`src/rtl/pingpang_feeder.sv`:
```
// pingpang_feeder: drains one ping-pong FIFO bank per tile into a 4-lane PE array.
// Waits for the awaited bank to be full, bursts DEPTH reads, and feeds each returned word
// through a 1-entry skid and an output stage that stalls with pe_ready.
// Ports: clk, rst (sync, active-high), fifo_state[3:0] {b1 empty, b0 empty, b1 full, b0 full},
//        rd, r_data (valid 1 cycle after rd), pe_ready, pe_data, pe_valid[3:0],
//        tile_done (1-cycle pulse), busy (FSM not idle), cur_bank.
// Optional macro FEEDER_SKEW_EN: lane k is delayed k extra pipe advances (systolic skew).

module pingpang_feeder #(
    parameter int DWIDTH = 8,
    parameter int DEPTH  = 4
) (
    input  logic                clk,
    input  logic                rst,
    input  logic [3:0]          fifo_state,
    output logic                rd,
    input  logic [4*DWIDTH-1:0] r_data,
    input  logic                pe_ready,
    output logic [4*DWIDTH-1:0] pe_data,
    output logic [3:0]          pe_valid,
    output logic                tile_done,
    output logic                busy,
    output logic                cur_bank
);

    localparam int CW = $clog2(DEPTH + 1);

    typedef enum logic [1:0] {
        IDLE,
        BURST,
        DRAIN,
        DONE
    } state_t;

    state_t              state;
    logic [CW-1:0]       rd_cnt;
    logic                inflight;
    logic                skid_full;
    logic [4*DWIDTH-1:0] skid;
    logic [4*DWIDTH-1:0] s0_data;
    logic                s0_vld;
    logic [4*DWIDTH-1:0] in_data;
    logic                in_vld;
    logic                pipe_busy;

    // Empty-status bits are informational only.
    logic unused_empty;
    assign unused_empty = ^fifo_state[3:2];

    // Reads stop while skid holds a word, so skid and returning data never coexist.
    // Reset masks rd immediately so an aborted burst issues nothing in the reset cycle.
    assign rd = (state == BURST) & pe_ready & ~skid_full
              & (rd_cnt < CW'(DEPTH)) & ~rst;

    // Skid has priority over returning data; both cannot be valid together.
    assign in_data = skid_full ? skid : r_data;
    assign in_vld  = skid_full | inflight;

    always_ff @(posedge clk) begin
        if (rst) begin
            inflight  <= 1'b0;
            skid_full <= 1'b0;
            skid      <= '0;
        end else begin
            inflight <= rd;
            if (pe_ready) begin
                skid_full <= 1'b0;
            end else if (inflight) begin
                skid_full <= 1'b1;
                skid      <= r_data;
            end
        end
    end

    always_ff @(posedge clk) begin
        if (rst) begin
            s0_data <= '0;
            s0_vld  <= 1'b0;
        end else if (pe_ready) begin
            s0_vld <= in_vld;
            if (in_vld) begin
                s0_data <= in_data;
            end
        end
    end

`ifdef FEEDER_SKEW_EN
    // Lane k taps the end of a k-deep chain behind stage 0.
    logic [DWIDTH-1:0]      l1_d;
    logic                   l1_v;
    logic [1:0][DWIDTH-1:0] l2_d;
    logic [1:0]             l2_v;
    logic [2:0][DWIDTH-1:0] l3_d;
    logic [2:0]             l3_v;

    always_ff @(posedge clk) begin
        if (rst) begin
            l1_d <= '0;
            l1_v <= 1'b0;
            l2_d <= '0;
            l2_v <= '0;
            l3_d <= '0;
            l3_v <= '0;
        end else if (pe_ready) begin
            l1_d <= s0_data[DWIDTH +: DWIDTH];
            l1_v <= s0_vld;
            l2_d <= {l2_d[0], s0_data[2*DWIDTH +: DWIDTH]};
            l2_v <= {l2_v[0], s0_vld};
            l3_d <= {l3_d[1:0], s0_data[3*DWIDTH +: DWIDTH]};
            l3_v <= {l3_v[1:0], s0_vld};
        end
    end

    assign pe_data   = {l3_d[2], l2_d[1], l1_d, s0_data[DWIDTH-1:0]};
    assign pe_valid  = {l3_v[2], l2_v[1], l1_v, s0_vld};
    assign pipe_busy = s0_vld | l1_v | (|l2_v) | (|l3_v);
`else
    assign pe_data   = s0_data;
    assign pe_valid  = {4{s0_vld}};
    assign pipe_busy = s0_vld;
`endif

    always_ff @(posedge clk) begin
        if (rst) begin
            state     <= IDLE;
            rd_cnt    <= '0;
            cur_bank  <= 1'b0;
            busy      <= 1'b0;
            tile_done <= 1'b0;
        end else begin
            tile_done <= 1'b0;
            unique case (state)
                IDLE: begin
                    if (fifo_state[{1'b0, cur_bank}]) begin
                        state  <= BURST;
                        rd_cnt <= '0;
                        busy   <= 1'b1;
                    end
                end
                BURST: begin
                    if (rd) begin
                        rd_cnt <= rd_cnt + 1'b1;
                        if (rd_cnt == CW'(DEPTH - 1)) begin
                            state <= DRAIN;
                        end
                    end
                end
                DRAIN: begin
                    if (!inflight && !skid_full && !pipe_busy) begin
                        state     <= DONE;
                        tile_done <= 1'b1;
                    end
                end
                DONE: begin
                    state    <= IDLE;
                    busy     <= 1'b0;
                    cur_bank <= ~cur_bank;
                end
                default: begin
                    state <= IDLE;
                    busy  <= 1'b0;
                end
            endcase
        end
    end

endmodule

```
`config.mk`:
```
export PLATFORM = sky130hd
export DESIGN_NAME = pingpang_feeder
export DESIGN_NICKNAME = d
export VERILOG_FILES = /design/src/rtl/pingpang_feeder.sv
export SDC_FILE = /design/constraint.sdc
export NUM_CORES = 1
export LEC_CHECK = 0
export CAP_MARGIN = 5
export CORE_MARGIN = 2
export CORE_UTILIZATION = 40
export DETAILED_ROUTE_END_ITERATION = 12
export PLACE_DENSITY = 0.8
export REMOVE_ABC_BUFFERS = 1
export SKIP_CTS_REPAIR_TIMING = 1
export SLEW_MARGIN = 15
export SYNTH_ARGS = -nofsm -noshare
export SYNTH_HDL_FRONTEND = slang
export SYNTH_SLANG_ARGS = --single-unit
```
`constraint.sdc`:
```
create_clock -name clk -period 1.68 [get_ports clk]
set_clock_uncertainty 0.15 [all_clocks]
set_input_delay 0.168 -clock clk [delete_from_list [all_inputs] [get_ports clk]]
set_output_delay 0.168 -clock clk [all_outputs]
set_load 0.01 [all_outputs]
```
# Yosys cells after proc, flatten, opt, wreduce, memory -nomap -nowiden
# Index checks and enable logic that the tools add are counted.
# classes
addsub	1
order_cmp	2
n_eq_ne	8
mux	14
bitwise	10
reduce_logical	15
# ops
cell	count
two-way mux 32 bit	1
two-way mux 2 bit	4
one-hot mux 2 bit (4 select lines)	1
two-way mux 3 bit	2
!= test 2 bit, second input constant	3
one-hot mux 3 bit (2 select lines)	1
AND reduction 2 bit	3
NOT 1 bit	5
bitwise AND 1 bit	4
equality test 2 bit, second input constant	2
two-way mux 1 bit	4
AND reduction 4 bit	1
nonzero test 2 bit	2
OR reduction 2 bit	2
adder 3 x 1 -> 3 bit, second input constant	1
equality test 3 x 2 -> 1 bit, second input constant	1
zero test 1 bit	3
< comparator 1 x 3 -> 1 bit, second input constant	1
< comparator 3 bit, second input constant	1
AND reduction 3 bit	1
equality test 2 x 1 -> 1 bit, second input constant	1
logical AND 1 bit	2
zero test 2 bit	1
!= test 2 x 1 -> 1 bit, second input constant	1
2 further kinds	2
# word_totals
regBits	75
inputBits	39

# Depth between registers and ports, before layout
# Gate-level depths: netlist (run 1).
# depth
ltp_word	7
mapped_depth	7

# Worst setup path before layout (run 1)
# OpenSTA, ideal clock, no wires.
# synth_path
kind	reg2reg
from	register state[0]
to	register state[0]
setup_ps	72
arrival_time_ps	1361
setup_slack_ps	98
path_stages_with_launch	7
n_path_buf	1
period_less_slack_ps	1582
path_cell_list	dfxtp_1 -> inv_1 -> ha_1 -> and2_1 -> clkbuf_1 -> a221oi_2 -> mux2i_1
# synth_between
elab_chain_len	7
word_cells_on_any_way	14
cone_classes	eq/ne (7); mux (1); bitwise (4); reduce/logical (2)
# synth_rtl
element	line	source
from (decl)	35	state_t state;
from (signal assigned)	125	state <= IDLE;
from (signal assigned)	135	state <= BURST;
from (signal assigned)	144	state <= DRAIN;
equality test 2 x 1 -> 1 bit	52, 132	
bitwise AND 1 bit (2 in a row)	52	assign rd = (state == BURST) & pe_ready & ~skid_full
bitwise AND 1 bit (2 in a row)	53	& (rd_cnt < CW'(DEPTH)) & ~rst;
!= test 2 bit (no line)	-	
AND reduction 4 bit (no line)	-	
# Parallel ways exist; a longest one is shown, timed or not.
# A chain may end at the register's enable or synchronous reset.

# Final worst setup path (run 1)
# layout_path
from	register cur_bank
to	output cur_bank
# layout_lines
element	line	source
from (decl)	23	output logic cur_bank
from (signal assigned)	157	cur_bank <= ~cur_bank;
# No word-level cell between the ends.

==> impl_metrics.yaml, run 1 <==
final_layout:
  layout_common_cells: "72 x dfxtp_1, 70 x clkdlybuf4s50_1, 66 x nand2_1"
  layout_commonest_cell: "dfxtp_1"
  final_nets: 466
  n_antenna_cell: 0
  layout-drive-gt1-share_pct: 9.882
  final_util_pct: 55.86
  syn_to_final_growth_pct: 36.94
  final_cells: 527
flow_run:
  max_cap_viol_count: 0
floorplan:
  die_h_um: 92.08
  core_sq_mm: 0.007607
  start_util_pct: 40.79
  rows: 32
  dieArea_sq_mm: 0.008478
  num_io_pins: 79
  die_w_um: 92.08
setup_path:
  r2r-end: "rd_cnt[2]$_SDFFE_PP0P_"
  arrival_ps: 1280
  cp_top_family: "buffers and inverters"
  end_kind: "output port"
  start_kind: "register"
  path_class: "register to output port"
  slowest_delay_ps: 560
  rrSetupSlack_ps: 90
  worst_r2r_path_depth: 5
  r2r_start: "skid_full$_SDFFE_PP0P_"
  worstPathCellList: "clkdlybuf4s50_1"
  crit_slowest_cell: "clkdlybuf4s50_1"
  critPathBufInv: 1
  crit_fanout: 3
  crit_required_ps: 1360
pwr:
  max-vdd-ir-drop_mv: 0.6295
  power_density_mw_per_mm2: 1053
  power.leakage_nw: 1.511
synthesis:
  synth_area_per_cell_sq_um: 8.866
  ys_ff_latch: 75
  yosysWarnings: 0
  yosys_most_used_dff: "dfxtp_1"
  synth_edf_count: 0
  yosysSeqAreaShare_pct: 48.39
  synth.distinct_cells: 28
  mappedNetlistArea_sq_mm: 0.003103
  async_reset_ff_share_pct: 0
  synthCells: 350
detailed_routing:
  drt_iter0_drc: 81
  routedWlPerCell_um: 12.45
  routed_wl_mm: 6.563
  drc: 0
  dr.pass1.iters: 4
  ant_nets: 0
  vias: 2535
  via_per_inst: 4.810
global_routing:
  grt_first_pass_wirelength_mm: 10.93
  grt_max_degree: 77
  antenna_found_initial: 0
  grt_pass1_vias: 2319
  overflow: 0
  grt_usage_pct: 15.97
clock_network:
  cts-root-buf: "clkbuf_8"
  ctsLongestPathBuffers: 2
  cts_tree: "done"
  htree_levels: 3
  cts_made_buffers: 9
  clkTransAtPathRegs_ps: 70
  cts_sinks: 75
  clock_latency_ps: 330
hold_path:
  whs_path_depth: 5
  hold_end: "inflight$_SDFF_PP0_"
  hp-class: "input pin to register"
  hp-start: "rst"
place:
  dpl.cell_count: 511
  hpwl_mm: 4.538
  routabilityCongestion: 0.7542
  port_buffers: 76
timing:
  finalCriticalPeriod_ps: 1601
  slew_headroom_pct: 79.54
  drv_slew: 0
  hold_ws_ps: 213.4
  final_hold_viol_count: 0
  setup_viol: 0
  rsz0062_at_grt: "no"
  fmax_mhz: 624.7
  finalCritPeriodShare_pct: 95.29
  worst_pin_slew_ps: 307.0
run_status:
  status: "finished, final reports clean"
## synthesized netlist by cell type (2+ instances only)
library cell,instances,share of area (%)
a21oi_1,35,5.6
nor2_1,38,4.6
mux2i_1,35,11
dfxtp_1,75,48
clkbuf_1,18,2.2
or3_1,2,0.40
buf_2,8,1.3
nand2_1,66,8.0
and2_1,2,0.40
o21bai_1,2,0.48
inv_1,7,0.85
buf_4,4,0.97
nand2b_1,6,1.2
a211oi_1,32,7.7
ha_1,7,2.8
## stage by stage
stage          area, sq um  setup WS (ps)  setup TNS, ps  total power, mW
2_1_floorplan         2954          -2473         -91730            2.585
3_3_place_gp          4016         -164.3         -330.1            3.054
3_5_place_dp          4016         -185.3          -1002            3.097
4_1_cts               4218         -338.0         -375.0            4.474
5_1_grt               4249          9.692              0            4.729
6_report              4249          79.19              0            4.474
## worst max-delay path by stage
stage                                         end  slack, ps                    from  cells after the start
after global routing                     cur_bank         10   cur_bank$_SDFFE_PP0P_                      1
after detailed placement                       rd       -190                pe_ready                      5
after floorplan           pe_data[0]$_SDFFE_PP0P_      -2470  skid_full$_SDFFE_PP0P_                      3
after global placement                         rd       -160                pe_ready                      5
final                                    cur_bank         80   cur_bank$_SDFFE_PP0P_                      1
after CTS                                      rd       -340  rd_cnt[2]$_SDFFE_PP0P_                      4
## registers in the layout (all words and copies together) (netlist names), 2 cells and up
| name | flops |
|---|---|
| skid | 32 |
| pe_data | 32 |
| state | 2 |
| rd_cnt | 3 |
## layout make-up
| type | count | area (sq um) |
|---|---|---|
| Clock buffer | 10 | 137.6 |
| Clock inverter | 6 | 63.81 |
| Sequential cell | 75 | 1505 |
| Fill cell | 681 | 3358 |
| Timing Repair Buffer | 90 | 935.9 |
| Tap cell | 102 | 127.6 |
| Multi-Input combinational cell | 236 | 1449 |
| Inverter | 8 | 30.03 |
## cells by family after synthesis
| family | Yosys count | share of synthesized area (%) |
|---|---|---|
| xor+xnor | 1 | 0.2823 |
| simple gates | 119 | 16.13 |
| fa+ha+maj | 7 | 2.822 |
| compound gates | 74 | 15.32 |
| mux | 35 | 11.29 |
| flops | 75 | 48.39 |
| buf+inv | 39 | 5.766 |
## layer usage
metal	routed length [um]	share of wire, %	GRT usage, %	vias up
li1	-	-	-	1323
met1	3026	46	20.70	1152
met2	3180	48	26.35	54
met3	292	4.4	4.355	6
met4	63	0.96	4.104	0
met5	0	0	0	-
## power breakdown
part | internal, mW | switching, mW | leakage [nW]
clock network | 0.726 | 0.651 | 0.0987
logic | 0.565 | 0.506 | 0.804
registers | 1.93 | 0.0958 | 0.608
No activity file was read; power rests on OpenSTA's default activity.
==> run 2, diff against run 1 <==
--- a/config.mk
+++ b/config.mk
@@ -9,7 +9,8 @@
 export CORE_MARGIN = 2
 export CORE_UTILIZATION = 40
 export DETAILED_ROUTE_END_ITERATION = 12
-export PLACE_DENSITY = 0.8
+export MAX_ROUTING_LAYER = met4
+export PLACE_DENSITY_LB_ADDON = 0.3
 export REMOVE_ABC_BUFFERS = 1
 export SKIP_CTS_REPAIR_TIMING = 1
 export SLEW_MARGIN = 15
==> run 2 against run 1 <==
  * Clock power is essentially flat
  * Critical path depth rose by 4
  * Cell count increased by 3.8%
  * Hold slack got worse by 58 ps
  * Design area increased by 5.4%
  * Combinational power grew 6%
  * Maximum frequency down 0.77%
  * Largest cell class unchanged
  * Highest routed layer unchanged
==> impl_metrics.yaml, run 2 (synthesis results as in run 1) <==
run_status:
  status: "finished, final reports clean"
detailed_routing:
  drt_iter0_drc: 77
  vias: 2674
  routedWlPerCell_um: 13.19
  ant_nets: 0
  routed_wl_mm: 7.215
  drc: 0
  via_per_inst: 4.888
  dr.pass1.iters: 4
timing:
  drv_slew: 0
  final_hold_viol_count: 0
  slew_headroom_pct: 77.19
  setup_viol: 0
  finalCritPeriodShare_pct: 96.02
  worst_pin_slew_ps: 342.1
  hold_ws_ps: 155.4
  finalSetupTns_ps: 0
  setup_slack_ps: 66.79
  finalCriticalPeriod_ps: 1613
  rsz0062_at_grt: "yes"
  fmax_mhz: 619.9
place:
  routabilityCongestion: 0.7309
  dpl.cell_count: 512
  hpwl_mm: 4.369
  dpl-instance-area_sq_mm: 0.004024
  port_buffers: 76
  place_ws_ps: -190.5
final_layout:
  final_util_pct: 58.88
  layout_commonest_cell: "dfxtp_1"
  final_nets: 486
  final_cells: 547
  seq_area_sq_mm: 0.001508
  layout_common_cells: "72 x dfxtp_1, 70 x clkdlybuf4s50_1, 65 x nand2_1"
  syn_to_final_growth_pct: 44.35
  n_antenna_cell: 0
  final_cell_area_sq_mm: 0.004479
  multi_input_area_sq_mm: 0.001466
  n_fill_cell: 680
  layout-drive-gt1-share_pct: 14.61
setup_path:
  rrSetupSlack_ps: 70
  crit_required_ps: 1800
  arrival_ps: 1730
  crit_fanout: 5
  start_kind: "register"
  critical_path.endpoint: "rd_cnt[2]$_SDFFE_PP0P_"
  cp-startpoint: "state[0]$_SDFFE_PP0P_"
  path_class: "register to register"
  worst_r2r_path_depth: 5
  r2r_start: "state[0]$_SDFFE_PP0P_"
  r2r-end: "rd_cnt[2]$_SDFFE_PP0P_"
  end_kind: "register"
floorplan:
  core_sq_mm: 0.007607
  num_io_pins: 79
  die_w_um: 92.08
  rows: 32
  dieArea_sq_mm: 0.008478
  die_h_um: 92.08
  start_util_pct: 40.79
flow_run:
  max_cap_viol_count: 0
hold_path:
  hp-class: "input pin to register"
clock_network:
  ctsLongestPathBuffers: 2
  cts_made_buffers: 9
  cts_sinks: 75
  clock_latency_ps: 340
  cts_tree: "done"
  htree_levels: 3
  cts-root-buf: "clkbuf_8"
  clkTransAtPathRegs_ps: 70
global_routing:
  grt_usage_pct: 16.37
  grt_first_pass_wirelength_mm: 10.85
  overflow: 0
  grt_pass1_vias: 2446
  antenna_found_initial: 0
  grt_max_degree: 77
pwr:
  power_mw: 4.561
  power.leakage_nw: 1.634
  power_density_mw_per_mm2: 1018
  max-vdd-ir-drop_mv: 0.5569
## run 2: cell types whose count changed in the layout (fill, tap and decap cells not counted), sizes merged
| cell | before | now |
|---|---|---|
| dlymetal6s2s | 5 | 4 |
| clkinv | 2 | 3 |
| inv | 9 | 8 |
| clkinvlp | 2 | 0 |
| buf | 15 | 33 |
| clkbuf | 10 | 15 |
## run 2: metal layers
metal / vias to the layer above / track usage [%] / routed length [um] / share of wire [%]
li1: 1371 / - / - / -
met1: 1244 / 20.12 / 3430 / 48
met2: 54 / 26.41 / 3452 / 48
met3: 5 / 3.780 / 275 / 3.8
met4: 0 / 5.970 / 57 / 0.79
met5: - / - / 0 / 0
## run 2: critical path: stages (launching register included)
cell and delay, ps:
dfxtp_2 360, inv_1 90, ha_1 240, and2_1 220, or3_1 350, a21oi_2 130
## run 2: power breakdown
part	switching [mW]	internal, mW	leakage (nW)
Clock	0.638	0.766	0.106
Sequential	0.0953	1.93	0.608
Combinational	0.527	0.606	0.919
Total	1.26	3.30	1.63
## run 2: how the worst min path moves through the flow
| stage | start | end | slack [ps] | depth (start not counted) |
|---|---|---|---|---|
| 3_5_place_dp | skid[11]$_SDFFE_PP0P_ | skid[11]$_SDFFE_PP0P_ | 300 | 2 |
| 2_1_floorplan | rst | rd_cnt[2]$_SDFFE_PP0P_ | 90 | 1 |
| 4_1_cts | rst | inflight$_SDFF_PP0_ | 150 | 5 |
| 5_1_grt | rst | inflight$_SDFF_PP0_ | 180 | 5 |
| 3_3_place_gp | skid[7]$_SDFFE_PP0P_ | skid[7]$_SDFFE_PP0P_ | 290 | 2 |
| 6_report | rst | inflight$_SDFF_PP0_ | 160 | 5 |
## run 2: area by class of cell
type | instances | area share [%]
inverters | 8 | 0.6704
clock inverters | 4 | 1.089
flip-flops and latches | 75 | 33.66
clock buffers | 12 | 3.464
multi-input cells | 236 | 32.74
repair buffers | 110 | 25.53
well taps | 102 | 2.849
